===== src/rtl/pipe_ctrl.sv =====
// Pipeline stall/flush/redirect controller: merges stage stall requests, multi-cycle
// EX ops and MEM exceptions into a stall vector plus a PC redirect.
module pipe_ctrl #(
    parameter logic [31:0] EXC_VEC = 32'h0000_0020,
    parameter int          LEN_W   = 6
) (
    input  logic             clk,
    input  logic             rst,
    input  logic             stallreq_if,
    input  logic             stallreq_id,
    input  logic             stallreq_ex,
    input  logic             stallreq_mem,
    input  logic             br_req,
    input  logic [31:0]      br_target,
    input  logic             mcyc_start,
    input  logic [LEN_W-1:0] mcyc_len,
    input  logic             exc_req,
    input  logic [31:0]      exc_pc,
    output logic [5:0]       stall,
    output logic             flush,
    output logic             br,
    output logic [31:0]      br_addr,
    output logic             mcyc_done,
    output logic [31:0]      epc
);

    typedef enum logic [1:0] {RUN, MCYC, EXC} state_t;

    state_t           state_q, state_d;
    logic [LEN_W-1:0] cnt_q, cnt_d;
    logic             pend_v_q, pend_v_d;
    logic [31:0]      pend_addr_q, pend_addr_d;
    logic [31:0]      epc_q, epc_d;

    logic [5:0] req_stall;
    logic       mcyc_go;
    logic       mstall;

    // A request from stage s holds every stage from the PC up to s.
    assign req_stall = {1'b0,
                        stallreq_mem,
                        stallreq_ex | stallreq_mem,
                        stallreq_id | stallreq_ex | stallreq_mem,
                        stallreq_if | stallreq_id | stallreq_ex | stallreq_mem,
                        stallreq_if | stallreq_id | stallreq_ex | stallreq_mem};

    assign mcyc_go = (state_q == RUN) && mcyc_start && (mcyc_len != '0);
    assign mstall  = (state_q == MCYC) || mcyc_go;

    always_comb begin
        state_d     = state_q;
        cnt_d       = cnt_q;
        pend_v_d    = pend_v_q;
        pend_addr_d = pend_addr_q;
        epc_d       = epc_q;
        stall       = '0;
        flush       = 1'b0;
        br          = 1'b0;
        br_addr     = '0;
        mcyc_done   = 1'b0;

        if (rst) begin
            state_d  = RUN;
            cnt_d    = '0;
            pend_v_d = 1'b0;
            epc_d    = '0;
        end else if (state_q == EXC) begin
            flush   = 1'b1;
            br      = 1'b1;
            br_addr = EXC_VEC;
            if (exc_req) begin
                epc_d   = exc_pc;
                state_d = EXC;
            end else begin
                state_d = RUN;
            end
        end else begin
            stall = req_stall | {2'b00, {4{mstall}}};
            if (exc_req) begin
                // Exception aborts any multi-cycle op and drops a pending redirect.
                epc_d    = exc_pc;
                state_d  = EXC;
                cnt_d    = '0;
                pend_v_d = 1'b0;
            end else begin
                if (state_q == MCYC) begin
                    cnt_d = cnt_q - LEN_W'(1);
                    if (cnt_q == LEN_W'(1)) begin
                        mcyc_done = 1'b1;
                        state_d   = RUN;
                    end
                end else if (mcyc_go) begin
                    if (mcyc_len == LEN_W'(1)) begin
                        mcyc_done = 1'b1;
                    end else begin
                        cnt_d   = mcyc_len - LEN_W'(1);
                        state_d = MCYC;
                    end
                end

                if (stall[0]) begin
                    if (br_req) begin
                        pend_v_d    = 1'b1;
                        pend_addr_d = br_target;
                    end
                end else if (br_req) begin
                    br       = 1'b1;
                    br_addr  = br_target;
                    pend_v_d = 1'b0;
                end else if (pend_v_q) begin
                    br       = 1'b1;
                    br_addr  = pend_addr_q;
                    pend_v_d = 1'b0;
                end
            end
        end
    end

    always_ff @(posedge clk) begin
        if (rst) begin
            state_q     <= RUN;
            cnt_q       <= '0;
            pend_v_q    <= 1'b0;
            pend_addr_q <= '0;
            epc_q       <= '0;
        end else begin
            state_q     <= state_d;
            cnt_q       <= cnt_d;
            pend_v_q    <= pend_v_d;
            pend_addr_q <= pend_addr_d;
            epc_q       <= epc_d;
        end
    end

    assign epc = rst ? '0 : epc_q;

endmodule


===== config.mk =====
export PLATFORM = sky130hd
export DESIGN_NAME = pipe_ctrl
export DESIGN_NICKNAME = d
export VERILOG_FILES = /design/src/rtl/pipe_ctrl.sv
export SDC_FILE = /design/constraint.sdc
export NUM_CORES = 1
export LEC_CHECK = 0
export ABC_CLOCK_PERIOD_IN_PS = 6160
export BUFFER_PORTS_ARGS = -buffer_cell sky130_fd_sc_hd__buf_4
export CORE_ASPECT_RATIO = 0.5
export CORE_MARGIN = 3
export CORE_UTILIZATION = 35
export DETAILED_ROUTE_END_ITERATION = 8
export SLEW_MARGIN = 10
export SYNTH_ARGS = -nofsm -noshare
export SYNTH_HDL_FRONTEND = slang
export SYNTH_SLANG_ARGS = --single-unit

===== constraint.sdc =====
create_clock -name clk -period 6.16 [get_ports clk]
set_clock_uncertainty 0.2 [all_clocks]
set_input_delay 1.232 -clock clk [delete_from_list [all_inputs] [get_ports clk]]
set_output_delay 1.232 -clock clk [all_outputs]
set_load 0.01 [all_outputs]

# After elaboration in Yosys (flattened, before gate mapping)
# Index checks and enable logic that the tools add are counted.
[totals] inputBits=79 ff_bits=73 word_cells=73 out_inout_bits=73
[classes] n_addsub=2 bitwise=9 n_reduce_logical=11 n_mux=38 n_eq_ne=8
[op_table] cell="2-to-1 mux 32 bit" count=7
[op_table] cell="2-to-1 mux 6 bit" count=4
[op_table] cell="2-to-1 mux 1 bit" count=18
[op_table] cell="2-to-1 mux 2 bit" count=7
[op_table] cell="equality test 6 x 1 -> 1 bit (second input constant)" count=2
[op_table] cell="subtractor 6 x 1 -> 6 bit (second input constant)" count=2
[op_table] cell="2-to-1 mux 5 bit" count=2
[op_table] cell="inequality test 3 bit (second input constant)" count=2
[op_table] cell="bitwise OR 1 bit" count=6
[op_table] cell="AND reduction 3 bit" count=2
[op_table] cell="nonzero test 6 bit" count=1
[op_table] cell="bitwise OR 5 x 4 -> 5 bit" count=1
[op_table] cell="inequality test 4 x 2 -> 1 bit (second input constant)" count=1
[op_table] cell="inequality test 4 bit (second input constant)" count=1
[op_table] cell="AND reduction 4 bit" count=1
[op_table] cell="nonzero test 4 bit" count=1
[op_table] cell="nonzero test 3 bit" count=1
[op_table] cell="equality test 2 x 1 -> 1 bit (second input constant)" count=1
[op_table] cell="equality test 2 bit (second input constant)" count=1
[op_table] cell="logical AND 1 bit" count=2
[op_table] cell="zero test 2 bit" count=1
[op_table] cell="inverter 1 bit" count=2
[op_table] cell="AND reduction 2 bit" count=1
[op_table] cell="logical OR 1 bit" count=1

# Logic depth before layout (Yosys ltp)
# Gate-level depths: netlist of run 1.
[depth] word_depth=9 mapped_depth=7 depth_no_buf=6

# Worst setup path before layout of run 1
# Ideal clock, no wire load.
[synth_path] kind="input -> output" startpoint="in mcyc_len[2]" endpoint="out mcyc_done" cell_stages=4 n_path_buf=0 slack_ns=2.244 arrival_time_ns=2.484 required_time_ns=4.728 cell_sequence="nor4_4 -> nand2_1 -> or4_4 -> a2111oi_4"
[synth_between] elab_chain_len=7 word_cells_on_any_way=9 classes_between="1 x eq/ne; 6 x mux; 2 x reduce/logical"
[synth_rtl] item="start: declaration" line_no="16" text="input logic [LEN_W-1:0] mcyc_len,"
[synth_rtl] item="equality test 6 x 1 -> 1 bit / nonzero test 6 bit (equally long branches)" line_no="93, 47"
[synth_rtl] item="2-to-1 mux 1 bit / logical AND 1 bit (equally long branches)" line_no="93, 47"
[synth_rtl] item="2-to-1 mux 1 bit *" line_no="92" text="end else if (mcyc_go) begin"
[synth_rtl] item="2-to-1 mux 1 bit *" line_no="86" text="if (state_q == MCYC) begin"
[synth_rtl] item="2-to-1 mux 1 bit *" line_no="79" text="if (exc_req) begin"
[synth_rtl] item="2-to-1 mux 1 bit *" line_no="67" text="end else if (state_q == EXC) begin"
[synth_rtl] item="2-to-1 mux 1 bit *" line_no="62" text="if (rst) begin"
[synth_rtl] item="end: declaration" line_no="23" text="output logic mcyc_done,"
# Mark *: on every way between the ends. The rest lies on a longest branch, timed or not.

# Worst setup path in the final report of run 1
# Ends and elaborated chain as after synthesis.

==> results.toml, run 1 <==
[outcome]
outcome = "finished, final reports clean"

[worst_setup_path]
crit_path_cell_trace = "buf_4 -> nor4_4 -> nand2_1 -> or4_4 -> a2111oi_4 -> buf_4"
crit_type = "primary input to primary output"
critPathMostFrequentCell = "buf_4"
slowest_stage = "or4_4"
critPathLaunchType = "primary input"
path_max_fanout = 6
arrival_ps = 2820
cp-end-kind = "primary output"
max_stage_delay_ps = 430
cp_top_family = "simple AND/OR/NAND/NOR gates"
cp.required_ps = 4730
critPathBufInv = 2

[power]
p_clk_frac = 0.436
seqPwrFrac = 0.397
p_int_mw = 0.991
comb_power_share = 0.167
powerDensity_nw_per_um2 = 229
fin_total_pwr_mw = 1.30
p_sw_frac = 0.238
ir_worst_vdd_v = 0.000158
switchingPower_mw = 0.309
p_leak_nw = 2.55

[finish]
postLayoutCoreUtil = 0.505
fill_cells = 1095
final_nets = 680
drive_above_1_share = 0.301
diodes = 0
seq_area_um2 = 1460
layout.cells.non_filler = 758
multiInputGateArea_um2 = 2500
syn2layout_area_growth_pct = 37.5

[timing]
hold_viol_final = 0
slew_headroom = 0.513
fmax_mhz = 235
whs_ps = 268
tightest_slew_ps = 730
setup_viol = 0
min_period_ps = 4250
timing.final.crit_share = 0.690
setup_tns_ps = 0
slew_violations = 0
grt_setup_unrepaired = "no"

[floorplan]
dieArea_um2 = 13200
fp.dieW_um = 160
die_h_um = 82.8
pin_count = 152
core_region_area_um2 = 11200
start_util = 0.367
num_rows = 27

[grt]
grt_max_degree = 146
grt_pass1_wl_um = 16000
grt_overflow = 0
grt_pass1_vias = 3318
antenna_found_initial = 0
gr-usage-all-layers = 0.144

[yosys]
syn_nets = 550
ys_types = 47
synthFlopType = "dfxtp_1"
syn_avg_cell_area_um2 = 8.91
async_flop_share = 0
synth_warnings = 0
syn_area_um2 = 4130
synth-edff-count = 0
synth-seq-cells = 73
synthCells = 464
yosysSeqAreaShare = 0.354

[cts]
clock_latency_ps = 320
max-clock-path-buffers = 2
cts_buffers = 9
cts_sinks = 73
path_clk_slew_ps = 60
cts-root-buf = "clkbuf_16"
cts_tree = "yes"
holdBufCountCts = 0
post_cts_buffers = 0
htreeDepth = 3
cts_resized = 0

[run]
drv_cap = 0

[routing]
post-route-drc-count = 0
first_iter_violations = 143
vias = 3460
wire_per_inst_um = 12.7
dr.pass1.iters = 4
wirelength_um = 9620
via_per_inst = 4.56
antenna_left = 0

[place]
dpl.hpwl_um = 6620
gp_congestion = 0.733
portBuffers = 150
dp_cells = 742

[worst_hold_path]
min_path_type = "register to register"
==> placed cells by master, fill, tap and decap left out, types with 2 or more instances in the layout <==
| master | count |
|---|---|
| clkinv_2 | 2 |
| a21oi_1 | 6 |
| or3_4 | 2 |
| o31ai_1 | 2 |
| a211oi_1 | 2 |
| ha_1 | 7 |
| buf_4 | 152 |
| nor2_1 | 70 |
| a21o_2 | 2 |
| clkbuf_16 | 9 |
| nor3_1 | 7 |
| bufinv_16 | 2 |
| nand2_1 | 10 |
| nor2b_1 | 32 |
| nand3b_1 | 3 |
| clkbuf_8 | 2 |
| nand3_1 | 2 |
| and2_1 | 2 |
| nand2b_1 | 66 |
| o21a_1 | 2 |
| nor3b_1 | 2 |
| mux2i_1 | 97 |
| or3_1 | 3 |
| inv_1 | 8 |
| xor2_1 | 3 |
| o31a_1 | 2 |
| o21ai_0 | 7 |
| dfxtp_1 | 73 |
==> flip-flops by register name, summed over array words and instances, names as in the netlist <==
register and flops:
pend_v_q 1, cnt_q 6, pend_addr_q 32, state_q 2, epc_q 32
==> routing by layer <==
metal | routed length, µm | vias up | GRT usage
met3 | 520 | 8 | 0.0473
li1 | - | 1813 | -
met4 | 90 | 0 | 0.0342
met2 | 4700 | 68 | 0.245
met5 | 0 | - | 0
met1 | 4320 | 1571 | 0.176
==> worst register-to-register path: cells and delay by family, from the launching register on <==
kind,cells,cell delay [ps]
multiplexers,1,200
flip-flops,1,330
buffers and inverters,2,370
AND/OR/NAND/NOR,2,760
adder cells (fa/ha/maj),1,360
AO/OA/AOI/OAI,1,80
==> area by class of cell <==
type | instances | area share
Clock inverter | 5 | 0.0137
Sequential cell | 73 | 0.257
Timing Repair Buffer | 153 | 0.204
Inverter | 8 | 0.00529
Clock buffer | 11 | 0.0445
Tap cell | 159 | 0.0350
Multi-Input combinational cell | 349 | 0.440
==> power groups by stage <==
stage / logic (mW) / clock network, mW / registers (mW)
floorplan: 0.139 / 0 / 0.521
global placement: 0.219 / 0 / 0.525
detailed placement: 0.221 / 0 / 0.525
CTS: 0.222 / 0.587 / 0.515
global route: 0.242 / 0.612 / 0.519
finish: 0.217 / 0.567 / 0.515
==> through the flow <==
step                      worst slack [ps]  cell area [µm²]
after floorplan                       2240             4130
after CTS                             1900             5680
after global routing                  1810             5680
after global placement                1930             5350
after detailed placement              1910             5350
final                                 1910             5680
==> cells by family after synthesis <==
group / synth area share
other: 0.000907
AOI/OAI and AO/OA: 0.0621
muxes: 0.238
xor gates and xnor gates: 0.00848
and+or+nand+nor: 0.273
adders and majority gates: 0.0212
buffers and inverters: 0.0433
DFF: 0.354
==> final timing paths <==
path,from,to,slack [ps],depth (start not counted)
min reg2reg,pend_addr_q[14],pend_addr_q[14],270,2
max reg2reg,state_q[1],pend_addr_q[16],3710,7
max,mcyc_len[2],mcyc_done,1910,6
min,pend_addr_q[14],pend_addr_q[14],270,2
==> Yosys cell counts, types with 2 or more instances <==
master    instances  area [µm²]
mux2i_1          97         971
dfxtp_1          73        1460
nor2_1           70         263
nand2b_1         66         413
nor2b_1          32         200
clkbuf_1         21        78.8
nand2_1          10        37.5
inv_1             8        30.0
ha_1              7        87.6
nor3_1            7        35.0
o21ai_0           7        35.0
a21oi_1           6        30.0
buf_1             6        22.5
buf_4             5        37.5
nand3b_1          3        22.5
or3_1             3        18.8
xor2_1            3        26.3
a211oi_1          2        15.0
a21o_2            2        17.5
and2_1            2        12.5
buf_2             2        10.0
nand3_1           2        10.0
nor3b_1           2        15.0
o21a_1            2        15.0
o31a_1            2        17.5
o31ai_1           2        15.0
or3_4             2        22.5
Note: power is estimated with default switching activity, not from simulation.
==> run 2: changes to the inputs <==
ABC_CLOCK_PERIOD_IN_PS = 3900   (was 6160)
clock period = 3.9 ns   (was 6.16 ns; I/O delays follow)
==> run 2 against run 1 <==
Against the previous run:
- critical path type unchanged
- global-route usage up 0.45 points
- highest routed layer unchanged
- non-clock buffer count up 3
- sequential power up 58%
- hold slack better by 3.6 ps
- wire length up 2.4%
==> results.toml, run 2 (same netlist as run 1, synthesis figures left out) <==
[place]
portBuffers = 150
dp_cells = 745
dpl.hpwl_um = 6810
gp_congestion = 0.761
placed_cell_area_um2 = 5370

[grt]
grt_pass1_vias = 3334
grt_pass1_wl_um = 16400
grt_max_degree = 146
antenna_found_initial = 0
gr-usage-all-layers = 0.148
grt_overflow = 0

[worst_setup_path]
crit_path_cell_trace = "buf_4 -> nor4_4 -> nand2_1 -> or4_4 -> a2111oi_4 -> buf_4"
critPathMostFrequentCell = "buf_4"
critPathLaunchType = "primary input"
cp-end-kind = "primary output"
r2r_setup_slack_ps = 1620
crit_type = "primary input to primary output"
path_max_fanout = 6
cp.required_ps = 2920
max_stage_delay_ps = 430
reg2reg_to = "pend_addr_q[25]"
slowest_stage = "or4_4"
r2r_start = "state_q[0]"
r2r_cells = 7
arrival_ps = 2340

[cts]
cts_buffers = 9
max-clock-path-buffers = 2
cts_tree = "yes"
path_clk_slew_ps = 60
clock_latency_ps = 330
cts-root-buf = "clkbuf_16"
cts_sinks = 73
holdBufCountCts = 0
htreeDepth = 3
cts_resized = 0
post_cts_buffers = 0

[finish]
finalInstanceArea_um2 = 5660
syn2layout_area_growth_pct = 36.8
layout_commonest_cell = "buf_4"
reg_top3 = "epc_q x32, pend_addr_q x32, cnt_q x6"
final_nets = 683
layout.cells.non_filler = 761
postLayoutCoreUtil = 0.503
diodes = 0
mostFrequentLayoutCells = "buf_4, mux2i_1, dfxtp_1, nor2_1, nand2b_1"
drive_above_1_share = 0.304

[routing]
via_per_inst = 4.53
dr.pass1.iters = 4
post-route-drc-count = 0
wire_per_inst_um = 13.0
wirelength_um = 9860
antenna_left = 0
vias = 3446
first_iter_violations = 159

[worst_hold_path]
hold_depth = 2
min_path_type = "register to register"
hp-start = "pend_addr_q[12]"
min_to = "pend_addr_q[12]"

[power]
p_sw_frac = 0.262
p_clk_frac = 0.398
seqPwrFrac = 0.422
switchingPower_mw = 0.506
powerDensity_nw_per_um2 = 341
p_leak_nw = 2.54
ir_worst_vdd_v = 0.000285
comb_power_share = 0.180
p_int_mw = 1.42

[outcome]
outcome = "finished, final reports clean"

[floorplan]
fp.dieW_um = 160
pin_count = 152
num_rows = 27
core_region_area_um2 = 11200
start_util = 0.367
dieArea_um2 = 13200
die_h_um = 82.8

[timing]
setup_tns_ps = 0
slew_headroom = 0.625
min_period_ps = 3320
grt_setup_unrepaired = "no"
slew_violations = 0
whs_ps = 272
setup_viol = 0
timing.final.crit_share = 0.851
hold_viol_final = 0
tightest_slew_ps = 562
fmax_mhz = 301

[run]
drv_cap = 0
==> run 2: critical path, delay by kind of cell <==
family / cells / cell delay [ps]
buffers and inverters: 2 / 310
AND/OR/NAND/NOR: 3 / 910
AO/OA/AOI/OAI: 1 / 340
==> run 2: final cells by class <==
type	count	area (µm²)
fill	1087	5590
multi-input combinational	349	2500
sequential	73	1460
timing repair buffer	156	1180
clock buffer	10	239
tap	159	199
clock inverter	6	42.5
inverter	8	30.0
==> run 2: how the worst max path moves through the flow <==
stage	startpoint	to	slack (ps)	cells after the start
after floorplan	mcyc_len[2]	mcyc_done	890	4
after global placement	mcyc_len[2]	mcyc_done	580	6
after detailed placement	mcyc_len[2]	mcyc_done	580	6
after CTS	mcyc_len[2]	mcyc_done	580	6
after global routing	state_q[1]	br_addr[23]	450	8
final	mcyc_len[2]	mcyc_done	580	6
==> run 2: per-stage QoR <==
stage	power, mW	worst slack, ps
6_report	1.93	579
2_1_floorplan	1.04	888
4_1_cts	1.96	575
3_5_place_dp	1.18	578
5_1_grt	2.04	446
3_3_place_gp	1.18	580
==> run 2: power groups by stage <==
stage	sequential, mW	clock (mW)	combinational [mW]
floorplan	0.823	0	0.220
global placement	0.829	0	0.349
detailed placement	0.829	0	0.352
CTS	0.814	0.797	0.353
global route	0.819	0.832	0.386
finish	0.814	0.767	0.348
==> run 2: routing by layer <==
metal	GRT usage	share of wire
met3	0.0493	0.060
met4	0.0334	0.0083
met5	0	0
met2	0.252	0.49
met1	0.182	0.44
==> run 3: changes to the inputs <==
ABC_CLOCK_PERIOD_IN_PS = 3750   (was 3900)
CORE_UTILIZATION = 30   (was 35)
clock period = 3.75 ns   (was 3.9 ns; I/O delays follow)
==> run 3 against run 2 <==
Against the previous run:
- sequential share of layout area down 0.31 points
- setup slack worse by 110 ps
- global-route usage shrank 1.9 points
- hold slack better by 1.9 ps
- clock power is 22% higher
- cell count up 1.8%
- die area rose by 16%
- via count is 2.3% higher
- flip-flop and latch count did not move
- critical endpoint unchanged
- largest power group is now the clock network
==> results.toml, run 3 (same netlist as run 1, synthesis figures left out) <==
[outcome]
outcome = "finished, final reports clean"

[grt]
antenna_found_initial = 0
grt_overflow = 0
gr-usage-all-layers = 0.129
grt_pass1_vias = 3330
grt_max_degree = 111
grt_pass1_wl_um = 16100

[cts]
cts_tree = "yes"
cts_sinks = 73
post_cts_buffers = 0
clock_latency_ps = 320
cts-root-buf = "clkbuf_16"
htreeDepth = 3
path_clk_slew_ps = 60
cts_resized = 0
cts_buffers = 9
max-clock-path-buffers = 2
holdBufCountCts = 0

[place]
dpl.hpwl_um = 7340
dpl_worst_slack_ps = 477
gp_congestion = 0.730
portBuffers = 150

[power]
p_leak_nw = 2.57
ir_worst_vdd_v = 0.000260
powerDensity_nw_per_um2 = 375

[routing]
post-route-drc-count = 0
first_iter_violations = 127
wirelength_um = 10100
wire_per_inst_um = 13.0
antenna_left = 0
via_per_inst = 4.55
dr.pass1.iters = 4
vias = 3526

[floorplan]
dieArea_um2 = 15300
fp.dieW_um = 172
num_rows = 29
core_region_area_um2 = 13100
die_h_um = 89.0
pin_count = 152
start_util = 0.316

[worst_setup_path]
critPathMostFrequentCell = "buf_4"
crit_path_cell_trace = "buf_4 -> nor4_4 -> nand2_1 -> or4_4 -> a2111oi_4 -> buf_4"
setup.worst_path.start = "mcyc_len[2]"
max_stage_delay_ps = 430
critPathBufInv = 2
arrival_ps = 2330
slowest_stage = "or4_4"
reg2reg_to = "cnt_q[5]"
cp.required_ps = 2800
crit_type = "primary input to primary output"
r2r_cells = 7
r2r_setup_slack_ps = 1620
cp-end-kind = "primary output"
r2r_start = "state_q[1]"
path_max_fanout = 6
critPathLaunchType = "primary input"
cp_top_family = "simple AND/OR/NAND/NOR gates"

[worst_hold_path]
min_to = "pend_addr_q[1]"
hold_depth = 2
min_path_type = "register to register"
hp-start = "pend_addr_q[1]"

[timing]
tightest_slew_ps = 913
timing.final.crit_share = 0.874
min_period_ps = 3280
setup_tns_ps = 0
slew_headroom = 0.391
fmax_mhz = 305
grt_setup_unrepaired = "no"
setup_ws_ps = 471
hold_viol_final = 0
setup_viol = 0
slew_violations = 0

[finish]
postLayoutCoreUtil = 0.438
final_nets = 686
syn2layout_area_growth_pct = 38.5
layout_commonest_cell = "buf_4"
mostFrequentLayoutCells = "buf_4, mux2i_1, dfxtp_1, nor2_1, nand2b_1"
drive_above_1_share = 0.307
diodes = 0
reg_top3 = "epc_q x32, pend_addr_q x32, cnt_q x6"

[run]
drv_cap = 0
## run 3: cell count changes in the layout (fill, tap and decap cells not counted)
cell,previous run,this run
clkinvlp_4,2,0
clkbuf_8,1,0
buf_4,155,159
bufinv_16,0,2
clkinv_2,2,1
inv_6,1,3
buf_12,1,0
## run 3: where the power goes
part           internal [mW]  switching [mW]
Clock                  0.590           0.346
Combinational          0.191           0.170
Sequential             0.821          0.0247
## run 3: routing by layer
metal	share of wire	vias up	GRT usage
li1	-	1825	-
met1	0.45	1634	0.163
met2	0.50	57	0.228
met3	0.042	10	0.0305
met4	0.011	0	0.0290
met5	0	-	0
## run 3: area by class of cell
cell class              instances  area, µm²
flip-flops and latches         73       1460
well taps                     170        213
clock inverters                 7        100
clock buffers                   9        225
repair buffers                159       1190
fillers                      1274       7340
inverters                       8       30.0
multi-input cells             349       2500
## run 3: metrics by stage
stage / power, mW / hold WS (ps) / cells / area (µm²)
2_1_floorplan: 1.08 / 248 / 464 / 4130
3_3_place_gp: 1.23 / 258 / 759 / 5400
3_5_place_dp: 1.23 / 264 / 759 / 5400
4_1_cts: 2.18 / 277 / 775 / 5720
5_1_grt: 2.26 / 288 / 775 / 5720
6_report: 2.14 / 274 / 775 / 5720
## run 3: worst max path at each step
| stage | endpoint | depth (start not counted) |
|---|---|---|
| global route | br_addr[2] | 8 |
| detailed placement | mcyc_done | 6 |
| global placement | mcyc_done | 6 |
| CTS | mcyc_done | 6 |
| floorplan | mcyc_done | 4 |
| finish | mcyc_done | 6 |
## run 3: worst reg2reg max path: cells and delay by family, from the launching register on
kind	cells	cell delay [ps]
flops	1	310
buf+inv	2	280
compound gates	3	710
simple gates	1	390
fa+ha+maj	1	170
